==> config.mk <==
export PLATFORM = sky130hd
export DESIGN_NAME = ivector_initiator
export DESIGN_NICKNAME = d
export VERILOG_FILES = /design/src/rtl/ivector_pkg.sv /design/src/rtl/ivector_payload_gen.sv /design/src/rtl/ivector_initiator.sv
export SDC_FILE = /design/constraint.sdc
export NUM_CORES = 1
export LEC_CHECK = 0
export ABC_CLOCK_PERIOD_IN_PS = 4300
export CAP_MARGIN = 20
export CORE_AREA = 2 2 474 476
export DETAILED_ROUTE_END_ITERATION = 8
export DIE_AREA = 0 0 476 478
export HOLD_SLACK_MARGIN = 0.08
export PLACE_DENSITY = 0.36
export SETUP_SLACK_MARGIN = 0.02
export SLEW_MARGIN = 20
export SYNTH_ARGS = -nofsm -noshare
export SYNTH_HDL_FRONTEND = slang
export SYNTH_SLANG_ARGS = --single-unit
==> constraint.sdc <==
create_clock -name CLK -period 4.3 [get_ports CLK]
set_clock_uncertainty 0.1 [all_clocks]
set_input_delay 0.645 -clock CLK [delete_from_list [all_inputs] [get_ports CLK]]
set_output_delay 0.645 -clock CLK [all_outputs]
set_load 0.02 [all_outputs]
==> src/rtl/ivector_pkg.sv <==
// ivector_pkg: shared types for the IVector say/heard initiator.
// Holds the FSM state encoding, the default payload width and the {meth, v} bundle.
package ivector_pkg;

    localparam int IVECTOR_DATA_WIDTH = 192;

    typedef enum logic [1:0] {
        IDLE  = 2'd0,
        RUN   = 2'd1,
        DRAIN = 2'd2,
        DONE  = 2'd3
    } state_t;

    typedef struct packed {
        logic [IVECTOR_DATA_WIDTH-1:0] meth;
        logic [IVECTOR_DATA_WIDTH-1:0] v;
    } payload_t;

endpackage

==> src/rtl/ivector_payload_gen.sv <==
// ivector_payload_gen: sequenced payload, {meth, v} = base + idx (mod 2^DATA_WIDTH).
// Ports: base_meth/base_v burst base, idx zero-extended sequence index, meth/v result.
module ivector_payload_gen
    import ivector_pkg::*;
#(
    parameter int DATA_WIDTH  = IVECTOR_DATA_WIDTH,
    parameter int COUNT_WIDTH = 16
) (
    input  logic [DATA_WIDTH-1:0]  base_meth,
    input  logic [DATA_WIDTH-1:0]  base_v,
    input  logic [COUNT_WIDTH-1:0] idx,
    output logic [DATA_WIDTH-1:0]  meth,
    output logic [DATA_WIDTH-1:0]  v
);

    logic [DATA_WIDTH-1:0] idx_ext;

    assign idx_ext = DATA_WIDTH'(idx);
    assign meth    = base_meth + idx_ext;
    assign v       = base_v + idx_ext;

endmodule

==> src/rtl/ivector_initiator.sv <==
// ivector_initiator: issues a burst of sequenced say requests and checks the heard replies.
// Ports: CLK/nRST; start__ENA/RDY + start_count/meth/v command; say__ENA/RDY + say_meth/v
// request; heard__ENA/RDY + heard_meth/v reply; done pulse; sent/recv/error counters.
// Build option: IVECTOR_INITIATOR_CHECK_EN enables the payload comparator and error_count.
module ivector_initiator
    import ivector_pkg::*;
#(
    parameter int DATA_WIDTH      = IVECTOR_DATA_WIDTH,
    parameter int MAX_OUTSTANDING = 2,
    parameter int COUNT_WIDTH     = 16
) (
    input  logic                   CLK,
    input  logic                   nRST,
    input  logic                   start__ENA,
    input  logic [COUNT_WIDTH-1:0] start_count,
    input  logic [DATA_WIDTH-1:0]  start_meth,
    input  logic [DATA_WIDTH-1:0]  start_v,
    output logic                   start__RDY,
    output logic                   say__ENA,
    output logic [DATA_WIDTH-1:0]  say_meth,
    output logic [DATA_WIDTH-1:0]  say_v,
    input  logic                   say__RDY,
    input  logic                   heard__ENA,
    input  logic [DATA_WIDTH-1:0]  heard_meth,
    input  logic [DATA_WIDTH-1:0]  heard_v,
    output logic                   heard__RDY,
    output logic                   done,
    output logic [COUNT_WIDTH-1:0] sent_count,
    output logic [COUNT_WIDTH-1:0] recv_count,
    output logic [COUNT_WIDTH-1:0] error_count
);

    localparam int OUT_W = $clog2(MAX_OUTSTANDING + 1);
    localparam logic [OUT_W-1:0] OUT_MAX = OUT_W'(MAX_OUTSTANDING);
    localparam logic [OUT_W-1:0] OUT_ONE = OUT_W'(1);
    localparam logic [COUNT_WIDTH-1:0] CNT_ONE = COUNT_WIDTH'(1);

    state_t                 state;
    logic [COUNT_WIDTH-1:0] count_q;
    logic [DATA_WIDTH-1:0]  base_meth_q;
    logic [DATA_WIDTH-1:0]  base_v_q;
    logic [OUT_W-1:0]       outstanding;

    logic start_fire;
    logic heard_fire;
    logic last_say;
    logic last_heard;

    // start__RDY is held low while reset is asserted so every output reads 0.
    assign start__RDY = nRST && (state == IDLE);
    assign say__ENA   = (state == RUN) && say__RDY && (outstanding < OUT_MAX);
    assign heard__RDY = ((state == RUN) || (state == DRAIN)) && (outstanding != '0);
    assign done       = (state == DONE);

    assign start_fire = start__ENA && start__RDY;
    assign heard_fire = heard__ENA && heard__RDY;
    assign last_say   = say__ENA && ((sent_count + CNT_ONE) == count_q);
    assign last_heard = heard_fire && ((recv_count + CNT_ONE) == count_q);

    ivector_payload_gen #(
        .DATA_WIDTH (DATA_WIDTH),
        .COUNT_WIDTH(COUNT_WIDTH)
    ) u_say_gen (
        .base_meth(base_meth_q),
        .base_v   (base_v_q),
        .idx      (sent_count),
        .meth     (say_meth),
        .v        (say_v)
    );

    always_ff @(posedge CLK or negedge nRST) begin
        if (!nRST) begin
            state       <= IDLE;
            count_q     <= '0;
            base_meth_q <= '0;
            base_v_q    <= '0;
            sent_count  <= '0;
            recv_count  <= '0;
            outstanding <= '0;
        end else begin
            unique case (state)
                IDLE: begin
                    if (start_fire) begin
                        count_q     <= start_count;
                        base_meth_q <= start_meth;
                        base_v_q    <= start_v;
                        sent_count  <= '0;
                        recv_count  <= '0;
                        outstanding <= '0;
                        state       <= (start_count != '0) ? RUN : DONE;
                    end
                end
                RUN: begin
                    if (last_say)
                        state <= last_heard ? DONE : DRAIN;
                end
                DRAIN: begin
                    if (last_heard)
                        state <= DONE;
                end
                DONE: state <= IDLE;
                default: state <= IDLE;
            endcase

            if (say__ENA)
                sent_count <= sent_count + CNT_ONE;
            if (heard_fire)
                recv_count <= recv_count + CNT_ONE;

            // Simultaneous say and heard leave the in-flight count unchanged.
            unique case (1'b1)
                say__ENA && !heard_fire: outstanding <= outstanding + OUT_ONE;
                heard_fire && !say__ENA: outstanding <= outstanding - OUT_ONE;
                default: ;
            endcase
        end
    end

`ifdef IVECTOR_INITIATOR_CHECK_EN
    logic [DATA_WIDTH-1:0] exp_meth;
    logic [DATA_WIDTH-1:0] exp_v;
    logic                  mismatch;

    // Replies return in request order, so recv_count indexes the expected payload.
    ivector_payload_gen #(
        .DATA_WIDTH (DATA_WIDTH),
        .COUNT_WIDTH(COUNT_WIDTH)
    ) u_exp_gen (
        .base_meth(base_meth_q),
        .base_v   (base_v_q),
        .idx      (recv_count),
        .meth     (exp_meth),
        .v        (exp_v)
    );

    assign mismatch = (heard_meth != exp_meth) || (heard_v != exp_v);

    always_ff @(posedge CLK or negedge nRST) begin
        if (!nRST)
            error_count <= '0;
        else if (start_fire)
            error_count <= '0;
        else if (heard_fire && mismatch && (error_count != '1))
            error_count <= error_count + CNT_ONE;
    end
`else
    logic unused_heard;

    assign error_count  = '0;
    assign unused_heard = ^{heard_meth, heard_v};
`endif

endmodule

==> results.toml <==
[outcome]
status = "complete, but fails checks"
failed_checks = "setup timing"

[setup_path]
required_ns = 3.56
r2r-start = "sent_count[4]"
worstReg2RegEnd = "state[0]"
criticalPathCategory = "flop to output port"
rr_worst_depth = 10
crit_arrival_ns = 4.18
cp-end-kind = "output port"
r2r_slack_ns = 1.02
crit_fanout = 5
startpoint_type = "flop"

[placed_design]
dpl.hpwl_mm = 176
placed_cell_area_um2 = 46300
gp_congestion = 0.908
port_buffers = 824
placedCellCount = 8097

[global_route]
grt_pass1_vias = 34756
grt.total_usage = 0.180
antenna_found_initial = 48
grt_max_degree = 104
grt_pass1_wl_mm = 286
grt_overflow = 0

[route]
via_count = 33765
drt_first_iter_violations = 2218
routed_wl_mm = 212
ant_nets = 0
dr.pass1.iters = 5
route.detailed.drc = 0
viasPerCell = 4.04
routedWlPerCell_um = 25.3

[synth]
syn_area_um2 = 28200
ys_ff_latch = 436
yosysWarnings = 0
synth_common_cells = "1364 x nand2_1, 436 x dfrtp_1, 250 x xnor2_1"
yosysMostFrequentCell = "nand2_1"
synth_cells = 3688
avgSynthCellArea_um2 = 7.64
synth.top_cell.area_share = 0.387
async_reset_ff_frac = 1.00
synth_cell_types = 78
yosysTopAreaCell = "dfrtp_1"
synth_edf_count = 0
ys_top_cells_by_area = "dfrtp_1 39%, nand2_1 18%, xnor2_1 7.8%"
synthFlopType = "dfrtp_1"
seq_area_frac_synth = 0.387

[power_and_ir_drop]
p_leak_nw = 25.3
peakVddDrop_uv = 303
cellPowerDensity_nw_per_um2 = 636

[clock_tree]
cts_buffer_depth = 3
cts_tree = "built"
clk_pin_slew_ns = 0.05
cts_root_buffer = "clkbuf_16"
clock_sinks = 436
clkLatencyLatePin_ns = 0.70
cts_htree_levels = 3
cts_made_buffers = 70

[floorplan]
die_area_um2 = 228000
fp.dieH_um = 478
fp-row-count = 174
die_w_um = 476
coreArea_um2 = 223000
start_util = 0.126
ios = 1225

[sta]
timing.final.crit_share = 1.14
hold_viol = 0
finalWorstSetupSlack_ns = -0.620
slew-limit-headroom = 0.319
period_minus_slack_ns = 4.92
rsz0062_at_grt = "true"
report.final.slew_viol_count = 0
setup_viol = 342
max_slew.worst_pin.slew_ns = 1.01
max_freq_mhz = 203

[min_path]
hold_class = "input pin to async pin"

[final_layout]
stdcell_count = 8368
area_growth_pct = 93.1
final_util = 0.244
num-fill-cells = 24623
fin_nets = 6141
final_design_area_no_fill_um2 = 54400
drive_gt1_frac = 0.340

[run]
drv_cap = 0
-- stage by stage --
step | total power (W) | setup WS, ns | TNS (ns) | hold WS (ns)
2_1_floorplan | 0.0152 | 0.0247 | 0 | 0.249
3_3_place_gp | 0.0274 | -0.759 | -63.09 | 0.374
3_5_place_dp | 0.0274 | -0.552 | -52.30 | 0.375
4_1_cts | 0.0344 | -0.699 | -137.84 | 0.207
5_1_grt | 0.0365 | -0.779 | -166.33 | 0.241
6_report | 0.0346 | -0.620 | -96.14 | 0.285
-- worst max-delay path by stage --
| stage | start | end | slack, ns |
|---|---|---|---|
| 6_report | sent_count[4] | say_v[173] | -0.62 |
| 5_1_grt | sent_count[1] | say_v[173] | -0.78 |
| 4_1_cts | sent_count[8] | say_meth[189] | -0.70 |
| 3_5_place_dp | sent_count[4] | say_meth[163] | -0.55 |
| 3_3_place_gp | sent_count[2] | say_meth[122] | -0.76 |
| 2_1_floorplan | sent_count[4] | say_meth[167] | 0.02 |
-- worst max-delay path, stage by stage (launching register included) --
cell	delay, ns
dfrtp_2	0.42
buf_6	0.13
ha_4	0.25
buf_4	0.12
nand4_1	0.13
a211o_1	0.34
a21oi_2	0.21
buf_4	0.16
o21a_1	0.16
buf_12	0.15
buf_6	0.12
o2111ai_4	0.10
buf_6	0.16
buf_8	0.12
nor4_4	0.30
buf_4	0.17
xor2_1	0.15
buf_4	0.14
buf_6	0.11
-- flip-flops by register name, indices dropped and copies added (netlist names) --
register and cells:
base_v_q 192, count_q 16, outstanding 2, sent_count 16, state 2, recv_count 16, base_meth_q 192
-- where the power goes --
part | leakage, nW | internal, W | switching, W
logic | 18.6 | 0.00922 | 0.0109
clock network | 1.16 | 0.00360 | 0.00246
registers | 5.46 | 0.00608 | 0.00236
-- final cells by class --
class / instances / area [µm²] / share of cell area
clock buffer: 102 / 2030 / 0.0373
antenna: 12 / 30.0 / 0.000552
multi-input combinational: 3046 / 20600 / 0.379
inverter: 47 / 176 / 0.00324
tap: 2992 / 3740 / 0.0688
sequential: 436 / 10900 / 0.201
clock inverter: 24 / 318 / 0.00584
timing repair buffer: 1709 / 16600 / 0.305
-- cell families after synthesis --
group | synth area share
flops | 0.387
other cells | 0.000133
xor+xnor | 0.132
fa+ha+maj | 0.0192
compound gates | 0.0548
buf+inv | 0.0319
simple gates | 0.374
mux | 0.00107
-- cell usage in the layout, fill, tap and decap left out, types with 28 or more instances in the layout --
cell,instances
nand2_1,1337
buf_4,852
clkdlybuf4s50_1,467
dfrtp_1,425
buf_6,239
nand3_1,159
xnor2_1,148
nand4_1,145
nor2_1,145
buf_12,123
xor2_1,108
and3_1,88
o21ai_0,81
xnor2_2,75
clkbuf_16,73
nor3_1,52
inv_1,47
xor2_2,46
nor3_4,39
nor4_1,38
and2_1,38
nor4_4,36
and4_1,30
a21oi_1,30
xnor2_4,28
-- layer usage --
metal / GRT usage / up-vias / share of wire / wire [µm]
li1: - / 15642 / - / -
met1: 0.231 / 16626 / 0.43 / 91400
met2: 0.291 / 1215 / 0.45 / 96000
met3: 0.0556 / 240 / 0.084 / 17900
met4: 0.0461 / 42 / 0.029 / 6050
met5: 0 / - / 0.0012 / 263
-- repair_timing --
item,4_1_cts,5_1_grt
endpoints found under the setup margin,368,369
buffers inserted,115,57
gates cloned,1,0
pin swaps,237,146
gates resized for setup,1666,304
endpoints found under the hold margin,49,0
hold buffers,1,0
No activity file was read; power rests on OpenSTA's default activity.
